[config.mk]
export PLATFORM = sky130hd
export DESIGN_NAME = life_frame_scheduler
export DESIGN_NICKNAME = d
export VERILOG_FILES = /design/src/rtl/life_frame_scheduler.sv
export SDC_FILE = /design/constraint.sdc
export NUM_CORES = 1
export LEC_CHECK = 0
export BUFFER_PORTS_ARGS = -buffer_cell sky130_fd_sc_hd__buf_2
export CAP_MARGIN = 5
export CELL_PAD_IN_SITES_DETAIL_PLACEMENT = 1
export CELL_PAD_IN_SITES_GLOBAL_PLACEMENT = 1
export CORE_AREA = 2 2 102 74
export CTS_CLUSTER_DIAMETER = 30
export DETAILED_ROUTE_END_ITERATION = 7
export DIE_AREA = 0 0 104 76
export PLACE_DENSITY_LB_ADDON = 0.1
export SLEW_MARGIN = 40
export SYNTH_ARGS = -nofsm -noshare
export SYNTH_HDL_FRONTEND = slang
export SYNTH_SLANG_ARGS = --single-unit
[constraint.sdc]
create_clock -name clk_vga -period 2.8 [get_ports clk_vga]
set_clock_uncertainty 0.05 [all_clocks]
set_input_delay 0.28 -clock clk_vga [delete_from_list [all_inputs] [get_ports clk_vga]]
set_output_delay 0.28 -clock clk_vga [all_outputs]
set_load 0.02 [all_outputs]
[src/rtl/life_frame_scheduler.sv]
`timescale 1ns/1ps
// Game of Life generation sequencer locked to 480p frame timing.
// Owns the double-buffered cell RAM port and arbitrates display vs updater.
module life_frame_scheduler #(
    parameter int ADDR_W   = 14,
    parameter int V_ACTIVE = 480,
    parameter int CNT_W    = 16
) (
    input  logic              clk_vga,
    input  logic              rst_n,
    input  logic [9:0]        sx,
    input  logic [9:0]        sy,
    input  logic              run,
    input  logic              step,
    input  logic [3:0]        period,
    input  logic              disp_req,
    input  logic [ADDR_W-1:0] disp_addr,
    input  logic              upd_req,
    input  logic              upd_we,
    input  logic [ADDR_W-1:0] upd_addr,
    input  logic              upd_wdata,
    input  logic              upd_done,
    output logic              upd_start,
    output logic              disp_gnt,
    output logic              upd_gnt,
    output logic [ADDR_W:0]   mem_addr,
    output logic              mem_we,
    output logic              mem_wdata,
    output logic              front_bank,
    output logic [CNT_W-1:0]  gen_count,
    output logic              busy
);

    typedef enum logic [2:0] {
        S_IDLE,
        S_COUNT,
        S_LAUNCH,
        S_RUN,
        S_PEND
    } state_t;

    localparam logic [9:0] TICK_Y = 10'(V_ACTIVE);

    state_t            state_q, state_d;
    logic [3:0]        frame_q, frame_d;
    logic              pending_q, pending_d;
    logic              upd_start_q, upd_start_d;
    logic              disp_gnt_q, disp_gnt_d;
    logic              upd_gnt_q, upd_gnt_d;
    logic [ADDR_W:0]   mem_addr_q, mem_addr_d;
    logic              mem_we_q, mem_we_d;
    logic              mem_wdata_q, mem_wdata_d;
    logic              front_bank_q, front_bank_d;
    logic [CNT_W-1:0]  gen_count_q, gen_count_d;
    logic              busy_q, busy_d;
    logic              frame_tick;
    logic [4:0]        per_eff;

    always_comb begin
        frame_tick   = (sx == 10'd0) && (sy == TICK_Y);
        per_eff      = (period == 4'd0) ? 5'd1 : {1'b0, period};
        state_d      = state_q;
        frame_d      = frame_q;
        pending_d    = pending_q | step;
        front_bank_d = front_bank_q;
        gen_count_d  = gen_count_q;

        unique case (state_q)
            S_IDLE: begin
                frame_d = 4'd0;
                if (run || pending_q) state_d = S_COUNT;
            end
            S_COUNT: begin
                if (!run && !pending_q) begin
                    state_d = S_IDLE;
                end else if (frame_tick) begin
                    if (({1'b0, frame_q} + 5'd1 >= per_eff) || pending_q) begin
                        state_d = S_LAUNCH;
                        frame_d = 4'd0;
                    end else begin
                        frame_d = frame_q + 4'd1;
                    end
                end
            end
            S_LAUNCH: state_d = S_RUN;
            S_RUN: begin
                if (upd_done) state_d = S_PEND;
            end
            S_PEND: begin
                if (frame_tick) begin
                    front_bank_d = ~front_bank_q;
                    gen_count_d  = gen_count_q + 1'b1;
                    state_d      = S_COUNT;
                end
            end
            default: state_d = S_IDLE;
        endcase

        // a step arriving on the launch cycle itself queues the next generation
        if (state_d == S_LAUNCH) pending_d = step;

        upd_start_d = (state_d == S_LAUNCH);
        busy_d      = (state_d == S_LAUNCH) || (state_d == S_RUN)
                   || (state_d == S_PEND);

        disp_gnt_d  = 1'b0;
        upd_gnt_d   = 1'b0;
        mem_we_d    = 1'b0;
        mem_wdata_d = mem_wdata_q;
        mem_addr_d  = mem_addr_q;
        if (disp_req) begin
            disp_gnt_d = 1'b1;
            mem_addr_d = {front_bank_q, disp_addr};
        end else if (upd_req && (state_q == S_RUN)) begin
            upd_gnt_d = 1'b1;
            if (upd_we) begin
                mem_addr_d  = {~front_bank_q, upd_addr};
                mem_we_d    = 1'b1;
                mem_wdata_d = upd_wdata;
            end else begin
                mem_addr_d = {front_bank_q, upd_addr};
            end
        end
    end

    always_ff @(posedge clk_vga) begin
        if (!rst_n) begin
            state_q      <= S_IDLE;
            frame_q      <= '0;
            pending_q    <= 1'b0;
            upd_start_q  <= 1'b0;
            disp_gnt_q   <= 1'b0;
            upd_gnt_q    <= 1'b0;
            mem_addr_q   <= '0;
            mem_we_q     <= 1'b0;
            mem_wdata_q  <= 1'b0;
            front_bank_q <= 1'b0;
            gen_count_q  <= '0;
            busy_q       <= 1'b0;
        end else begin
            state_q      <= state_d;
            frame_q      <= frame_d;
            pending_q    <= pending_d;
            upd_start_q  <= upd_start_d;
            disp_gnt_q   <= disp_gnt_d;
            upd_gnt_q    <= upd_gnt_d;
            mem_addr_q   <= mem_addr_d;
            mem_we_q     <= mem_we_d;
            mem_wdata_q  <= mem_wdata_d;
            front_bank_q <= front_bank_d;
            gen_count_q  <= gen_count_d;
            busy_q       <= busy_d;
        end
    end

    assign upd_start  = upd_start_q;
    assign disp_gnt   = disp_gnt_q;
    assign upd_gnt    = upd_gnt_q;
    assign mem_addr   = mem_addr_q;
    assign mem_we     = mem_we_q;
    assign mem_wdata  = mem_wdata_q;
    assign front_bank = front_bank_q;
    assign gen_count  = gen_count_q;
    assign busy       = busy_q;

endmodule

# After elaboration in Yosys (flattened, before gate mapping)
# Index checks and enable logic that the tools add are counted.
[op_classes]
addsub = 3
order_cmp = 1
n_eq_ne = 10
n_mux = 19
n_bitwise = 5
reduce_logical = 19
[ops]
columns = ["cell", "n"]
rows = [
  ["$mux W15", 3],
  ["$mux W3", 6],
  ["$add A16 B1 Y16 const B", 1],
  ["$mux W4", 4],
  ["$pmux W3 S5", 1],
  ["$eq A3 B2 Y1 const B", 4],
  ["$eq A10 B9 Y1 const B", 1],
  ["$logic_not A10 Y1", 1],
  ["$pmux W4 S2", 1],
  ["$eq A3 B3 Y1 const B", 2],
  ["$reduce_and A3 Y1", 2],
  ["$add A4 B1 Y5 const B", 1],
  ["$ge A5 B4 Y1", 1],
  ["$add A4 B1 Y4 const B", 1],
  ["$logic_not A4 Y1", 1],
  ["$logic_or A1 B1 Y1", 4],
  ["$mux W1", 4],
  ["$ne A2 B2 Y1 const B", 2],
  ["$not A1 Y1", 4],
  ["$reduce_bool A2 Y1", 2],
  ["$eq A3 B1 Y1 const B", 1],
  ["$logic_and A1 B1 Y1", 3],
  ["$logic_not A3 Y1", 1],
  ["$reduce_or A3 Y1", 1],
  ["4 further kinds", 5],
]
[word_totals]
reg_bits = 46
in_bits = 61
output_inout_bits = 38
word_cells = 69

# Longest topological paths before layout
# Gate-level depths: netlist (run 1).
[depth]
depth_word = 11
mapped_depth = 9
mapped_depth_nobuf = 9

# Least setup slack after synthesis (run 1)
# Ideal clock, no wire load.
[synth_path]
kind = "input-to-reg"
from = "input sx[2]"
to = "register gen_count_q[12] (netlist: gen_count[12])"
setup_time_ns = 0.070
arrival_time_ns = 1.894
setup_slack_ns = 0.785
cell_stages = 6
path_cell_list = "nor4_2 > nand3_2 > or3_4 > buf_6 > or4_1 > a21oi_1"
[synth_via]
elab_chain_cells = 3
[synth_lines]
columns = ["element", "line", "text"]
rows = [
  ["start: declaration", "11", "input logic [9:0] sx,"],
  ["$logic_not A10 Y1", "60", "frame_tick = (sx == 10'd0) && (sy == TICK_Y);"],
  ["$logic_and A1 B1 Y1", "60", ""],
  ["$reduce_and A2 Y1 (no source line)", "--", ""],
  ["end signal: assignment", "151", "gen_count_q <= gen_count_d;"],
  ["end: declaration", "54", "logic [CNT_W-1:0] gen_count_q, gen_count_d;"],
]
# Every way passes these cells.
# A chain may end at the register's enable or synchronous reset.

# Worst setup path in the final report (run 1)
[layout_path]
from = "register frame_q[0]"
to = "register pending_q"
[layout_via]
elab_chain_cells = 9
[layout_lines]
columns = ["element", "line", "text"]
rows = [
  ["start: declaration", "45", "logic [3:0] frame_q, frame_d;"],
  ["start signal: assignment", "142", "frame_q <= frame_d;"],
  ["$add A4 B1 Y5", "77", "if (({1'b0, frame_q} + 5'd1 >= per_eff) || pending_q) begin"],
  ["$ge A5 B4 Y1", "77", ""],
  ["$logic_or A1 B1 Y1", "77", ""],
  ["$mux W3", "77", ""],
  ["$mux W3", "76", "end else if (frame_tick) begin"],
  ["$mux W3", "74", "if (!run && !pending_q) begin"],
  ["$pmux W3 S5", "68", "unique case (state_q)"],
  ["$eq A3 B2 Y1", "100", "if (state_d == S_LAUNCH) pending_d = step;"],
  ["$mux W1", "100", ""],
  ["end signal: assignment", "143", "pending_q <= pending_d;"],
  ["end: declaration", "46", "logic pending_q, pending_d;"],
]
# Every way passes these cells.

==> impl_metrics.env, run 1 <==
export IMPL_layout_drive_gt1_share_pct=33.8
export IMPL_async_flop_share_pct=0
export IMPL_fin_cells=462
export IMPL_crit_type="flop to flop"
export IMPL_synth_edf_count=0
export IMPL_grt_busiest_layer="met2"
export IMPL_grt_pass1_vias=2230
export IMPL_setup_tns_ns=0
export IMPL_hold_buffers=0
export IMPL_cts_resized=0
export IMPL_status="finished, final reports clean"
export IMPL_placed_cells=454
export IMPL_drt_iter0_drc=68
export IMPL_hold_class="input port to flop"
export IMPL_core_mm2=0.00703
export IMPL_cts_setup_buffers=0
export IMPL_synth_nets=335
export IMPL_grtUsageTotal_pct=16.3
export IMPL_use_met3_pct=5.30
export IMPL_ys_flop_type="dfxtp_1"
export IMPL_clk_latency_ns=0.31
export IMPL_nNetsFinal=430
export IMPL_n_antenna_cell=0
export IMPL_ios=99
export IMPL_cts_tree="done"
export IMPL_postPlaceCellArea_mm2=0.00288
export IMPL_cp_arrival_ns=2.36
export IMPL_gr_total_overflow=0
export IMPL_power_per_cell_area_mw_per_mm2=426
export IMPL_synth_cell_type_count=45
export IMPL_syn_area_mm2=0.00230
export IMPL_drv_cap=0
export IMPL_dr_total_vias=2221
export IMPL_clock_fmax_mhz=449
export IMPL_final_max_slew_viol_count=0
export IMPL_grt_setup_unrepaired="no"
export IMPL_grt_use_met1_pct=21.9
export IMPL_synth_cells=268
export IMPL_cp_required_ns=2.94
export IMPL_globalplace_congestion=0.714
export IMPL_fin_crit_sh_pct=79.5
export IMPL_die_w_um=104
export IMPL_htreeDepth=2
export IMPL_die_h_um=76
export IMPL_wl_per_cell_um=13.5
export IMPL_min_period_ns=2.23
export IMPL_avgViaCountPerCell=4.81
export IMPL_ir_drop_mv=0.154
export IMPL_finalSetupViolations=0
export IMPL_io_buffers=98
export IMPL_worst_slew_pin_slew_ns=0.666
export IMPL_first_pass_iters=4
export IMPL_ant_nets=0
export IMPL_clockBufferDepth=2
export IMPL_initial_utilization_pct=32.8
export IMPL_path_max_fanout=5
export IMPL_total_power_uw=1270
export IMPL_ys_seq_area_share_pct=40.0
export IMPL_syn2layout_area_growth_pct=29.8
export IMPL_numCtsBuffers=5
export IMPL_clock_sinks=46
export IMPL_num_rows=26
export IMPL_worst_setup_path_end_kind="flop"
export IMPL_die_area_mm2=0.00790
export IMPL_grt_pass1_wl_mm=10.5
export IMPL_finalHoldViolCount=0
export IMPL_grt_util_met2_pct=25.1
export IMPL_relSlewSlack_pct=55.3
export IMPL_p_leak_uw=0.00142
export IMPL_worstSetupStartpointType="flop"
export IMPL_antenna_found_initial=0
export IMPL_ys_seq_elements=46
export IMPL_routed_wl_mm=6.26
export IMPL_stdcell_area_mm2=0.00299
export IMPL_grt_max_degree=34
export IMPL_clk_pin_slew_worst_paths_ns=0.09
export IMPL_drc_errors=0
export IMPL_hold_ws_ns=0.122
export IMPL_ys_warn_count=0
export IMPL_hpwl_mm=4.64
export IMPL_root_buffer="clkbuf_8"
export IMPL_synth_avg_cell_area_um2=8.59
## placed cells by master (no fill, tap or decap), types with 5 or more instances in the layout
cell type and instances:
buf_2 98, dfxtp_1 46, nor2_1 43, nand2_1 23, a21oi_1 22, mux2i_1 18
nand2b_1 7, nand3_1 7, xnor2_1 7, clkbuf_8 7, o21ai_0 6, nand4_1 6
o31ai_1 6, ha_1 6, and2_1 5
## layout make-up
type	count	area, um^2
Fill cell	895	4040
Multi-Input combinational cell	204	1310
Sequential cell	46	921
Timing Repair Buffer	102	520
Tap cell	98	123
Clock buffer	7	96.3
Inverter	4	15.0
Clock inverter	1	8.76
## path summary, 6_finish.rpt
path                            cells past startpoint   endpoint        from  slack (ns)
worst max-delay path                                9  pending_q  frame_q[0]        0.57
worst min-delay path                                3  pending_q        step        0.12
worst max register to register                      9  pending_q  frame_q[0]        0.57
worst min register to register                      2  mem_wdata   mem_wdata        0.41
## cell families (layout without fill, tap and decap cells)
family | count (synthesis) | after routing | synth area share, %
compound gates | 51 | 51 | 14.2
mux | 18 | 18 | 7.82
xor+xnor | 7 | 7 | 2.66
simple gates | 122 | 122 | 28.7
flops | 46 | 46 | 40.0
fa+ha+maj | 6 | 6 | 3.26
buf+inv | 18 | 114 | 3.37
## registers in the layout (all words and copies together) (netlist names), 3 cells and up
name	flops
state_q	3
frame_q	4
mem_addr	15
gen_count	16
## synthesized netlist by cell type (2+ instances only)
master,n,area (um^2)
dfxtp_1,46,921
o21bai_1,2,15.0
clkbuf_1,9,33.8
buf_1,2,7.51
nor3b_1,4,30.0
a21oi_1,22,110
inv_1,4,15.0
nor2b_1,3,18.8
xnor2_1,7,61.3
nor4_1,4,25.0
nand3_1,7,35.0
nand4_1,6,37.5
and2_1,5,31.3
nor2_1,43,161
or4_1,4,30.0
a31o_2,3,26.3
nand2b_1,7,43.8
buf_2,2,10.0
nor3_1,4,20.0
ha_1,6,75.1
o21ai_0,6,30.0
a211oi_1,2,15.0
mux2i_1,18,180
o31ai_1,6,45.0
a21boi_0,2,15.0
nand2_1,23,86.3
nor4_2,3,37.5
## report_power, final
part           internal (uW)  leakage, uW  switching [uW]
clock network            226    0.0000544             234
logic                   62.2     0.000988            74.1
registers                668     0.000374            9.70
## stage by stage
step / setup slack [ns] / util (%)
after detailed placement: 0.445 / 41.0
after CTS: 0.532 / 42.5
final: 0.573 / 42.5
after floorplan: 0.785 / -
after global routing: 0.312 / 42.5
after global placement: 0.509 / 41.0
## routing by layer
| layer | up-vias | wire length [um] |
|---|---|---|
| li1 | 1146 | - |
| met1 | 1009 | 3050 |
| met2 | 61 | 2710 |
| met3 | 5 | 435 |
| met4 | 0 | 57 |
| met5 | - | 0 |
## critical path: stages, from the launching register on
cell	delay [ns]
dfxtp_1	0.40
ha_1	0.20
nand2b_1	0.13
nand2_1	0.06
ha_1	0.29
nand2_1	0.05
o21ai_0	0.19
a21boi_0	0.16
nor3b_1	0.43
o21ai_0	0.15
Power figures use the tool's default switching activity.
==> run 2, diff against run 1 <==
==> constraint.sdc (replaced) <==
create_clock -name clk_vga -period 2.1 [get_ports clk_vga]
set_clock_uncertainty 0.05 [all_clocks]
set_input_delay 0.21 -clock clk_vga [delete_from_list [all_inputs] [get_ports clk_vga]]
set_output_delay 0.21 -clock clk_vga [all_outputs]
set_load 0.02 [all_outputs]
==> run 2 against run 1 <==
  * First-iteration DRC count up 2.9%
  * Power increased by 31%
  * Count of clock-buffer cells in the layout decreased by 1
  * Setup slack got worse by 0.43 ns
  * Routed wire length rose by 2.5%
  * Maximum frequency grew 14%
  * Sequential power is 33% higher
  * Die area did not move
  * Critical endpoint is now busy
==> impl_metrics.env, run 2 (synthesized netlist as in run 1, its figures left out) <==
export IMPL_status="finished, final reports clean"
export IMPL_timing_rr_start="frame_q[0]"
export IMPL_routed_wl_mm=6.41
export IMPL_ios=99
export IMPL_finalHoldViolCount=0
export IMPL_hold_buffers=0
export IMPL_pre_cts_slack_ns=-0.0680
export IMPL_drc_errors=0
export IMPL_fin_crit_sh_pct=93.3
export IMPL_grtUsageTotal_pct=16.9
export IMPL_initial_utilization_pct=32.8
export IMPL_cts_setup_buffers=0
export IMPL_avgViaCountPerCell=4.79
export IMPL_dr_total_vias=2274
export IMPL_core_mm2=0.00703
export IMPL_fill_cells=900
export IMPL_fin_cells=475
export IMPL_gr_total_overflow=0
export IMPL_timing_rr_end="busy"
export IMPL_die_w_um=104
export IMPL_worst_setup_path_end_kind="flop"
export IMPL_hpwl_mm=4.92
export IMPL_cts_tree="done"
export IMPL_clock_fmax_mhz=510
export IMPL_reg2reg_slack_ns=0.14
export IMPL_path_max_fanout=4
export IMPL_ir_drop_mv=0.212
export IMPL_root_buffer="clkbuf_8"
export IMPL_worstSetupStartpointType="flop"
export IMPL_grt_setup_unrepaired="no"
export IMPL_globalplace_congestion=0.776
export IMPL_hp_start="step"
export IMPL_die_h_um=76
export IMPL_hold_ws_ns=0.0649
export IMPL_power_per_cell_area_mw_per_mm2=536
export IMPL_relSlewSlack_pct=65.5
export IMPL_placed_cells=467
export IMPL_hold_class="input port to flop"
export IMPL_clk_pin_slew_worst_paths_ns=0.09
export IMPL_clock_sinks=46
export IMPL_finish_utilization_pct=44.3
export IMPL_grt_use_met1_pct=22.0
export IMPL_p_leak_uw=0.00148
export IMPL_layout_drive_gt1_share_pct=38.7
export IMPL_cp_arrival_ns=2.10
export IMPL_drv_cap=0
export IMPL_htreeDepth=2
export IMPL_reg2regPathDepth=9
export IMPL_clockBufferDepth=2
export IMPL_finalSetupViolations=0
export IMPL_worst_slew_pin_slew_ns=0.518
export IMPL_crit_type="flop to flop"
export IMPL_io_buffers=98
export IMPL_cp_required_ns=2.24
export IMPL_drt_iter0_drc=70
export IMPL_num_rows=26
export IMPL_nNetsFinal=443
export IMPL_wl_per_cell_um=13.5
export IMPL_grt_max_degree=34
export IMPL_syn2layout_area_growth_pct=35.0
export IMPL_min_period_ns=1.96
export IMPL_numCtsBuffers=5
export IMPL_ant_nets=0
export IMPL_antenna_found_initial=0
export IMPL_final_cell_mix="98 x buf_2, 43 x nor2_1, 43 x dfxtp_1"
export IMPL_largest_register_ff_count=16
export IMPL_fin_ws_ns=0.140
export IMPL_final_common_cell="buf_2"
export IMPL_grt_pass1_wl_mm=11.0
export IMPL_die_area_mm2=0.00790
export IMPL_min_to="pending_q"
export IMPL_grt_busiest_layer="met2"
export IMPL_grt_util_met2_pct=27.3
export IMPL_final_max_slew_viol_count=0
export IMPL_clk_latency_ns=0.30
export IMPL_n_antenna_cell=0
export IMPL_first_pass_iters=4
export IMPL_grt_pass1_vias=2309
export IMPL_hold_path_depth=3
export IMPL_use_met3_pct=6.16
-- run 2: cell types whose count changed in the layout (fill, tap and decap cells not counted), sizes merged --
cell / previous run / this run
buf: 102 / 115
clkbuf: 7 / 6
clkinvlp: 0 / 1
-- run 2: how the worst max path moves through the flow --
stage	start	end	slack [ns]	depth (start not counted)
floorplan	frame_q[0]	busy	0.11	9
global placement	frame_q[0]	pending_q	-0.01	9
global route	frame_q[0]	busy	0.005	9
CTS	frame_q[2]	busy	0.01	7
finish	frame_q[0]	busy	0.14	9
detailed placement	frame_q[0]	pending_q	-0.07	9
-- run 2: layout make-up --
class,count,area [um^2],share of cell area (%)
Multi-Input combinational cell,204,1340,42.9
Tap cell,98,123,3.94
Sequential cell,46,925,29.7
Clock buffer,6,82.6,2.65
Timing Repair Buffer,115,618,19.9
Clock inverter,2,12.5,0.402
Inverter,4,15.0,0.483
-- run 2: what timing repair did --
item,CTS,global route
setup endpoints to repair,4,9
pin swaps,1,2
resized for setup,2,10
-- run 2: metal layers --
metal	vias to the layer above	routed length [um]
li1	1169	-
met1	1046	3110
met2	55	2820
met3	4	441
met4	0	38
met5	-	0
-- run 2: where the power goes --
part           leakage (uW)  total (uW)  internal, uW  switching, uW
logic               0.00105         188          86.8            101
registers          0.000376         903           890           12.6
clock network     0.0000472         575           265            310
total               0.00148        1670          1240            424
-- run 2: through the flow --
stage	cell area [um^2]	TNS (ns)	power [uW]
finish	3110	0	1670
global placement	2980	-0.0142	1110
global route	3110	0	1760
detailed placement	2980	-0.169	1110
CTS	3080	0	1690
floorplan	2300	0	1010
-- run 2: critical path: stages (launching register included) --
cell and delay (ns):
dfxtp_2 0.35, ha_2 0.20, nand2b_1 0.12, nand2_1 0.06, ha_1 0.32, a21oi_2 0.14, o21ai_2 0.08, a21boi_2 0.18
nor3b_2 0.08, o31a_1 0.29
